`config.mk`:
```
export PLATFORM = sky130hd
export DESIGN_NAME = mem_arbiter
export DESIGN_NICKNAME = d
export VERILOG_FILES = /design/src/rtl/mem_arbiter.sv
export SDC_FILE = /design/constraint.sdc
export NUM_CORES = 1
export LEC_CHECK = 0
export ABC_AREA = 1
export CORE_AREA = 2 2 103 105
export DETAILED_ROUTE_END_ITERATION = 6
export DIE_AREA = 0 0 105 107
export PLACE_DENSITY_LB_ADDON = 0.05
export SYNTH_ARGS = -nofsm -noshare
export SYNTH_HDL_FRONTEND = slang
export SYNTH_SLANG_ARGS = --single-unit
```
`constraint.sdc`:
```
create_clock -name CLK -period 2.15 [get_ports CLK]
set_input_delay 0.43 -clock CLK [delete_from_list [all_inputs] [get_ports CLK]]
set_output_delay 0.43 -clock CLK [all_outputs]
set_load 0.02 [all_outputs]
```
`src/rtl/mem_arbiter.sv`:
```
// Two-way arbiter sharing one RAM port between instruction fetch and data access, with data given priority.
// Optional starvation guard for instruction fetch, enabled by defining MEM_ARB_STARVE_GUARD_EN.
module mem_arbiter #(
    parameter int WORD_W       = 32,
    parameter int STARVE_LIMIT = 4
) (
    input  logic              CLK,
    input  logic              nRST,
    input  logic              iREN,
    input  logic [WORD_W-1:0] iaddr,
    output logic [WORD_W-1:0] iload,
    output logic              iwait,
    input  logic              dREN,
    input  logic              dWEN,
    input  logic [WORD_W-1:0] daddr,
    input  logic [WORD_W-1:0] dstore,
    output logic [WORD_W-1:0] dload,
    output logic              dwait,
    output logic              ramREN,
    output logic              ramWEN,
    output logic [WORD_W-1:0] ramaddr,
    output logic [WORD_W-1:0] ramstore,
    input  logic [WORD_W-1:0] ramload,
    input  logic [1:0]        ramstate
);

    typedef enum logic [1:0] {
        IDLE = 2'b00,
        IGNT = 2'b01,
        DGNT = 2'b10
    } state_t;

    localparam logic [1:0] RAM_ACCESS = 2'b10;
    localparam logic [1:0] RAM_ERROR  = 2'b11;

    state_t state_reg, state_next;
    logic   d_req;
    logic   force_i;

    assign d_req = dREN | dWEN;

    // RAM read data is shared; each side qualifies it with its own wait.
    assign iload = ramload;
    assign dload = ramload;

    always_ff @(posedge CLK or negedge nRST) begin
        if (!nRST) begin
            state_reg <= IDLE;
        end else begin
            state_reg <= state_next;
        end
    end

    always_comb begin
        state_next = state_reg;
        ramREN     = 1'b0;
        ramWEN     = 1'b0;
        ramaddr    = '0;
        ramstore   = '0;
        iwait      = iREN;
        dwait      = d_req;
        case (state_reg)
            IDLE: begin
                if (force_i) begin
                    state_next = IGNT;
                end else if (d_req) begin
                    state_next = DGNT;
                end else if (iREN) begin
                    state_next = IGNT;
                end
            end
            IGNT: begin
                // Enables follow the live request so a dropped request releases RAM at once.
                ramREN  = iREN;
                ramaddr = iaddr;
                iwait   = 1'b1;
                if (!iREN) begin
                    state_next = IDLE;
                end else if (ramstate == RAM_ACCESS) begin
                    iwait      = 1'b0;
                    state_next = IDLE;
                end else if (ramstate == RAM_ERROR) begin
                    state_next = IDLE;
                end
            end
            DGNT: begin
                ramREN   = dREN;
                ramWEN   = dWEN;
                ramaddr  = daddr;
                ramstore = dstore;
                dwait    = 1'b1;
                if (!d_req) begin
                    state_next = IDLE;
                end else if (ramstate == RAM_ACCESS) begin
                    dwait      = 1'b0;
                    state_next = IDLE;
                end else if (ramstate == RAM_ERROR) begin
                    state_next = IDLE;
                end
            end
            default: begin
                state_next = IDLE;
            end
        endcase
    end

`ifdef MEM_ARB_STARVE_GUARD_EN
    localparam int CNT_W = $clog2(STARVE_LIMIT + 1);
    localparam logic [CNT_W-1:0] STARVE_MAX = CNT_W'(STARVE_LIMIT);

    logic [CNT_W-1:0] starve_cnt_reg, starve_cnt_next;
    logic             i_done, d_done;

    assign i_done  = (state_reg == IGNT) && iREN && (ramstate == RAM_ACCESS);
    assign d_done  = (state_reg == DGNT) && d_req && (ramstate == RAM_ACCESS);
    assign force_i = (state_reg == IDLE) && iREN && (starve_cnt_reg == STARVE_MAX);

    always_comb begin
        starve_cnt_next = starve_cnt_reg;
        if (i_done) begin
            starve_cnt_next = '0;
        end else if (d_done && iREN) begin
            if (starve_cnt_reg != STARVE_MAX) begin
                starve_cnt_next = starve_cnt_reg + 1'b1;
            end
        end else if ((state_reg == IDLE) && !iREN) begin
            starve_cnt_next = '0;
        end
    end

    always_ff @(posedge CLK or negedge nRST) begin
        if (!nRST) begin
            starve_cnt_reg <= '0;
        end else begin
            starve_cnt_reg <= starve_cnt_next;
        end
    end
`else
    // Strict data priority: instruction fetch can be starved indefinitely.
    assign force_i = 1'b0;
`endif

endmodule

```
-- Yosys cells after proc, flatten, opt, wreduce, memory -nomap -nowiden
Index checks and enable logic that the tools add are counted.
- bits in registers: 2
- input bits: 135
- output and inout port bits: 132
- logic and storage cells: 24
- mux-type cells: 16
- equal/unequal tests: 5
- bitwise logic cells: 1
- reductions and logical operators: 1
- operator list (operator ; count):
    case mux 32 bit (2 select lines) ; 1
    2-to-1 mux 32 bit ; 1
    2-to-1 mux 2 bit ; 6
    == test 2 bit (second input constant) ; 3
    2-to-1 mux 1 bit ; 6
    case mux 2 bit (3 select lines) ; 1
    != test 3 bit (second input constant) ; 1
    == test 2 x 1 -> 1 bit (second input constant) ; 1
    zero test 2 bit ; 1
    case mux 1 bit (2 select lines) ; 1
    OR 1 bit ; 1

-- Longest topological paths before layout
- depth after elaboration: 5
- depth in mapped cells: 9
- depth with buffers taken out: 8

-- Worst setup path before layout
OpenSTA, ideal clock, no wires.
- path type: reg2out
- start: register state_reg[1]
- end: output port iwait
- arrival: 1.408 ns
- cell stages (with the launch flop): 6
- setup slack: 0.312 ns
- required time: 1.720 ns
- buffers on the path: 2
- cells stage by stage: dfrtp_1 inv_1 ha_1 buf_2 buf_2 o21ai_0
- cells in the longest elaborated chain, start to end: 2
- ends and longest elaborated chain (what ; RTL line ; RTL):
    start, declared ; 36 ; state_t state_reg, state_next;
    start signal, assigned ; 50 ; state_reg <= state_next;
    == test 2 x 1 -> 1 bit ; 62 ; case (state_reg)
    2-to-1 mux 1 bit ; 62 ;
    end, declared ; 12 ; output logic iwait,
Every way passes these cells.

-- Final worst setup path
- start: register state_reg[0]
- end: output port dwait
- cells in the longest elaborated chain, start to end: 2
- ends and longest elaborated chain (what ; RTL line ; RTL):
    == test 2 bit ; 62 ;
    2-to-1 mux 1 bit ; 62 ;
    end, declared ; 18 ; output logic dwait,
Every way passes these cells.

==> flow_summary.json <==
{
  "layout.nets": 534,
  "routedWlPerCell_um": 11.9,
  "first_global_vias": 1939,
  "cap_violations": 0,
  "io_pins": 267,
  "cts_made_buffers": 3,
  "synth-edff-count": 0,
  "drt-initial-drc-count": 99,
  "synth_cell_types": 13,
  "htreeDepth": 1,
  "max_freq_ghz": 0.480,
  "report.final.hold_viol_count": 0,
  "synth.area.top_cells": "buf_4 (34%), nand2_1 (29%), a21oi_1 (11%), inv_1 (11%), dfrtp_1 (3.5%)",
  "cp_max_fo": 20,
  "hold_path.class": "in -> async",
  "critPathArrivalTime_ns": 1.65,
  "area_delta_synth_final_pct": 96.9,
  "seqCellArea_um2": 51.3,
  "grt.total_usage": 0.105,
  "cts_hold_buf": 0,
  "p_total_mw": 2.69,
  "period_minus_slack_ns": 2.08,
  "path_clk_slew_ns": 0.03,
  "antenna_found_initial": 0,
  "multi_input_area_um2": 707,
  "clk-insertion-delay-late_ns": 0.21,
  "slowest_delay_ns": 0.43,
  "synth_nets": 421,
  "coreArea_um2": 10100,
  "timing.final.crit_share": 0.969,
  "port-buffer-count": 170,
  "finalSetupViolations": 0,
  "worst_ep_required_time_ns": 1.72,
  "power_leakage_nw": 1.51,
  "cts_tree": "built",
  "root_buffer": "clkbuf_8",
  "vias_per_cell": 3.65,
  "clock-sinks": 2,
  "criticalPathCategory": "reg -> out",
  "drive_gt1_frac": 0.145,
  "netlist_instances": 282,
  "power_density_nw_per_um2": 943,
  "ys_warn_count": 0,
  "rows": 37,
  "n_antenna_cell": 0,
  "die_h_um": 107,
  "finalInstanceArea_um2": 2850,
  "totalWireLength_um": 6280,
  "ir_worst_vdd_v": 0.000423,
  "status": "complete, no violations",
  "synthTopCellsByCount": "nand2_1 (113), buf_4 (65), inv_1 (43), a21oi_1 (33), buf_2 (9)",
  "synthMostInstantiatedCell": "nand2_1",
  "tightest_slew_ns": 0.238,
  "num_vias": 1929,
  "ys_async_sr_fraction": 1.00,
  "synth_area_per_cell_um2": 5.14,
  "slowest_stage": "dfrtp_2",
  "grt_max_degree": 34,
  "clockBufferDepth": 2,
  "drv_slew": 0,
  "path_cells": "inv_2, ha_4, buf_12, nand4_1, o21ai_0, inv_1, clkdlybuf4s15_1",
  "rsz0062_at_grt": "true",
  "ys_seq_area_frac": 0.0345,
  "place.gp.congestion": 0.680,
  "start_kind": "flip-flop",
  "n_fill_cell": 1199,
  "hpwl_um": 5100,
  "end_kind": "primary output",
  "grt-ovfl-total": 0,
  "dr.pass1.iters": 5,
  "start_util": 0.144,
  "die_area_um2": 11200,
  "place_area_um2": 2940,
  "ys.flop_type": "dfrtp_1",
  "fin_skew_ns": 0.000483,
  "ys_ff_latch": 2,
  "largest_reg_flops": 2,
  "die_w_um": 105,
  "path_buf_inv": 4,
  "synth_area_leader_cell": "buf_4",
  "slew_headroom": 0.839,
  "path_delay_family": "buffers and inverters",
  "syn_area_um2": 1450,
  "drcViolationCount": 0,
  "antenna_left": 0,
  "grt_pass1_wl_um": 9600,
  "yosysTopAreaCellShare": 0.337
}
==> worst register-to-register path: stages, from the launching register on <==
cell and delay, ns:
dfrtp_2 0.43, inv_2 0.11, ha_4 0.24, buf_12 0.17
nand2_1 0.08, buf_4 0.13, nand3_1 0.09, nand2_1 0.06
nand2_1 0.06, nand2_1 0.05, nand2_1 0.05
==> layout make-up <==
type / instances / share of cell area
well taps: 136 / 0.0596
flip-flops and latches: 2 / 0.0180
multi-input cells: 159 / 0.248
repair buffers: 186 / 0.604
inverters: 43 / 0.0566
clock buffers: 3 / 0.0145
==> final timing paths <==
kind / from / to / slack [ns] / depth (start not counted)
setup / recovery: state_reg[0] / dwait / 0.07 / 7
hold / removal: nRST / state_reg[0] / 0.39 / 1
setup reg to reg: state_reg[0] / state_reg[1] / 0.63 / 10
hold reg to reg: state_reg[1] / state_reg[1] / 0.62 / 3
max in group asynchronous: nRST / state_reg[0] / 1.62 / 1
min in group CLK: state_reg[1] / state_reg[1] / 0.62 / 3
==> cells in the final DEF (no fill, tap or decap) <==
| cell type | count |
|---|---|
| inv_2 | 1 |
| buf_2 | 1 |
| clkbuf_16 | 1 |
| dfrtp_1 | 1 |
| buf_12 | 6 |
| ha_1 | 2 |
| clkbuf_2 | 31 |
| inv_1 | 42 |
| buf_4 | 9 |
| o21ai_0 | 2 |
| nor2_1 | 3 |
| ha_4 | 2 |
| nand2_1 | 113 |
| clkdlybuf4s15_2 | 2 |
| clkdlybuf4s15_1 | 6 |
| nand4_1 | 1 |
| nand3_1 | 3 |
| dlygate4sd2_1 | 28 |
| a21oi_1 | 33 |
| dfrtp_2 | 1 |
| clkdlybuf4s50_1 | 102 |
| clkbuf_8 | 3 |
==> layer usage <==
metal / global-route usage / up-vias / share of wire
met5: 0 / - / 0
met4: 0.0476 / 0 / 0.028
met3: 0.0389 / 23 / 0.11
met2: 0.186 / 114 / 0.50
met1: 0.110 / 802 / 0.37
li1: - / 990 / -
==> metrics by stage <==
step	TNS, ns	setup WS, ns	instances	hold slack, ns	util
after floorplan	0	0.312	282	0.134	-
after global placement	-5.91	-0.234	525	0.611	0.292
after detailed placement	-5.19	-0.235	525	0.610	0.292
after CTS	0	0.000151	528	0.393	0.291
after global routing	-0.0405	-0.0405	529	0.392	0.283
final	0	0.0672	529	0.390	0.283
==> report_power, final <==
group,leakage [nW],switching (mW),internal [mW]
Clock,0.0216,0.0300,0.118
Combinational,1.47,1.45,1.02
Sequential,0.0240,0.0171,0.0541
==> logic make-up after synthesis <==
group,count (synthesis),synth area share
buffers and inverters,121,0.495
AND/OR/NAND/NOR,120,0.315
AO/OA/AOI/OAI,35,0.121
adder cells (fa/ha/maj),4,0.0345
flip-flops,2,0.0345
==> what timing repair did <==
item	CTS	global route
setup endpoints to repair	68	52
setup buffers	0	0
cloned	0	1
gates resized for setup	92	59
(Power assumes the default switching activity.)
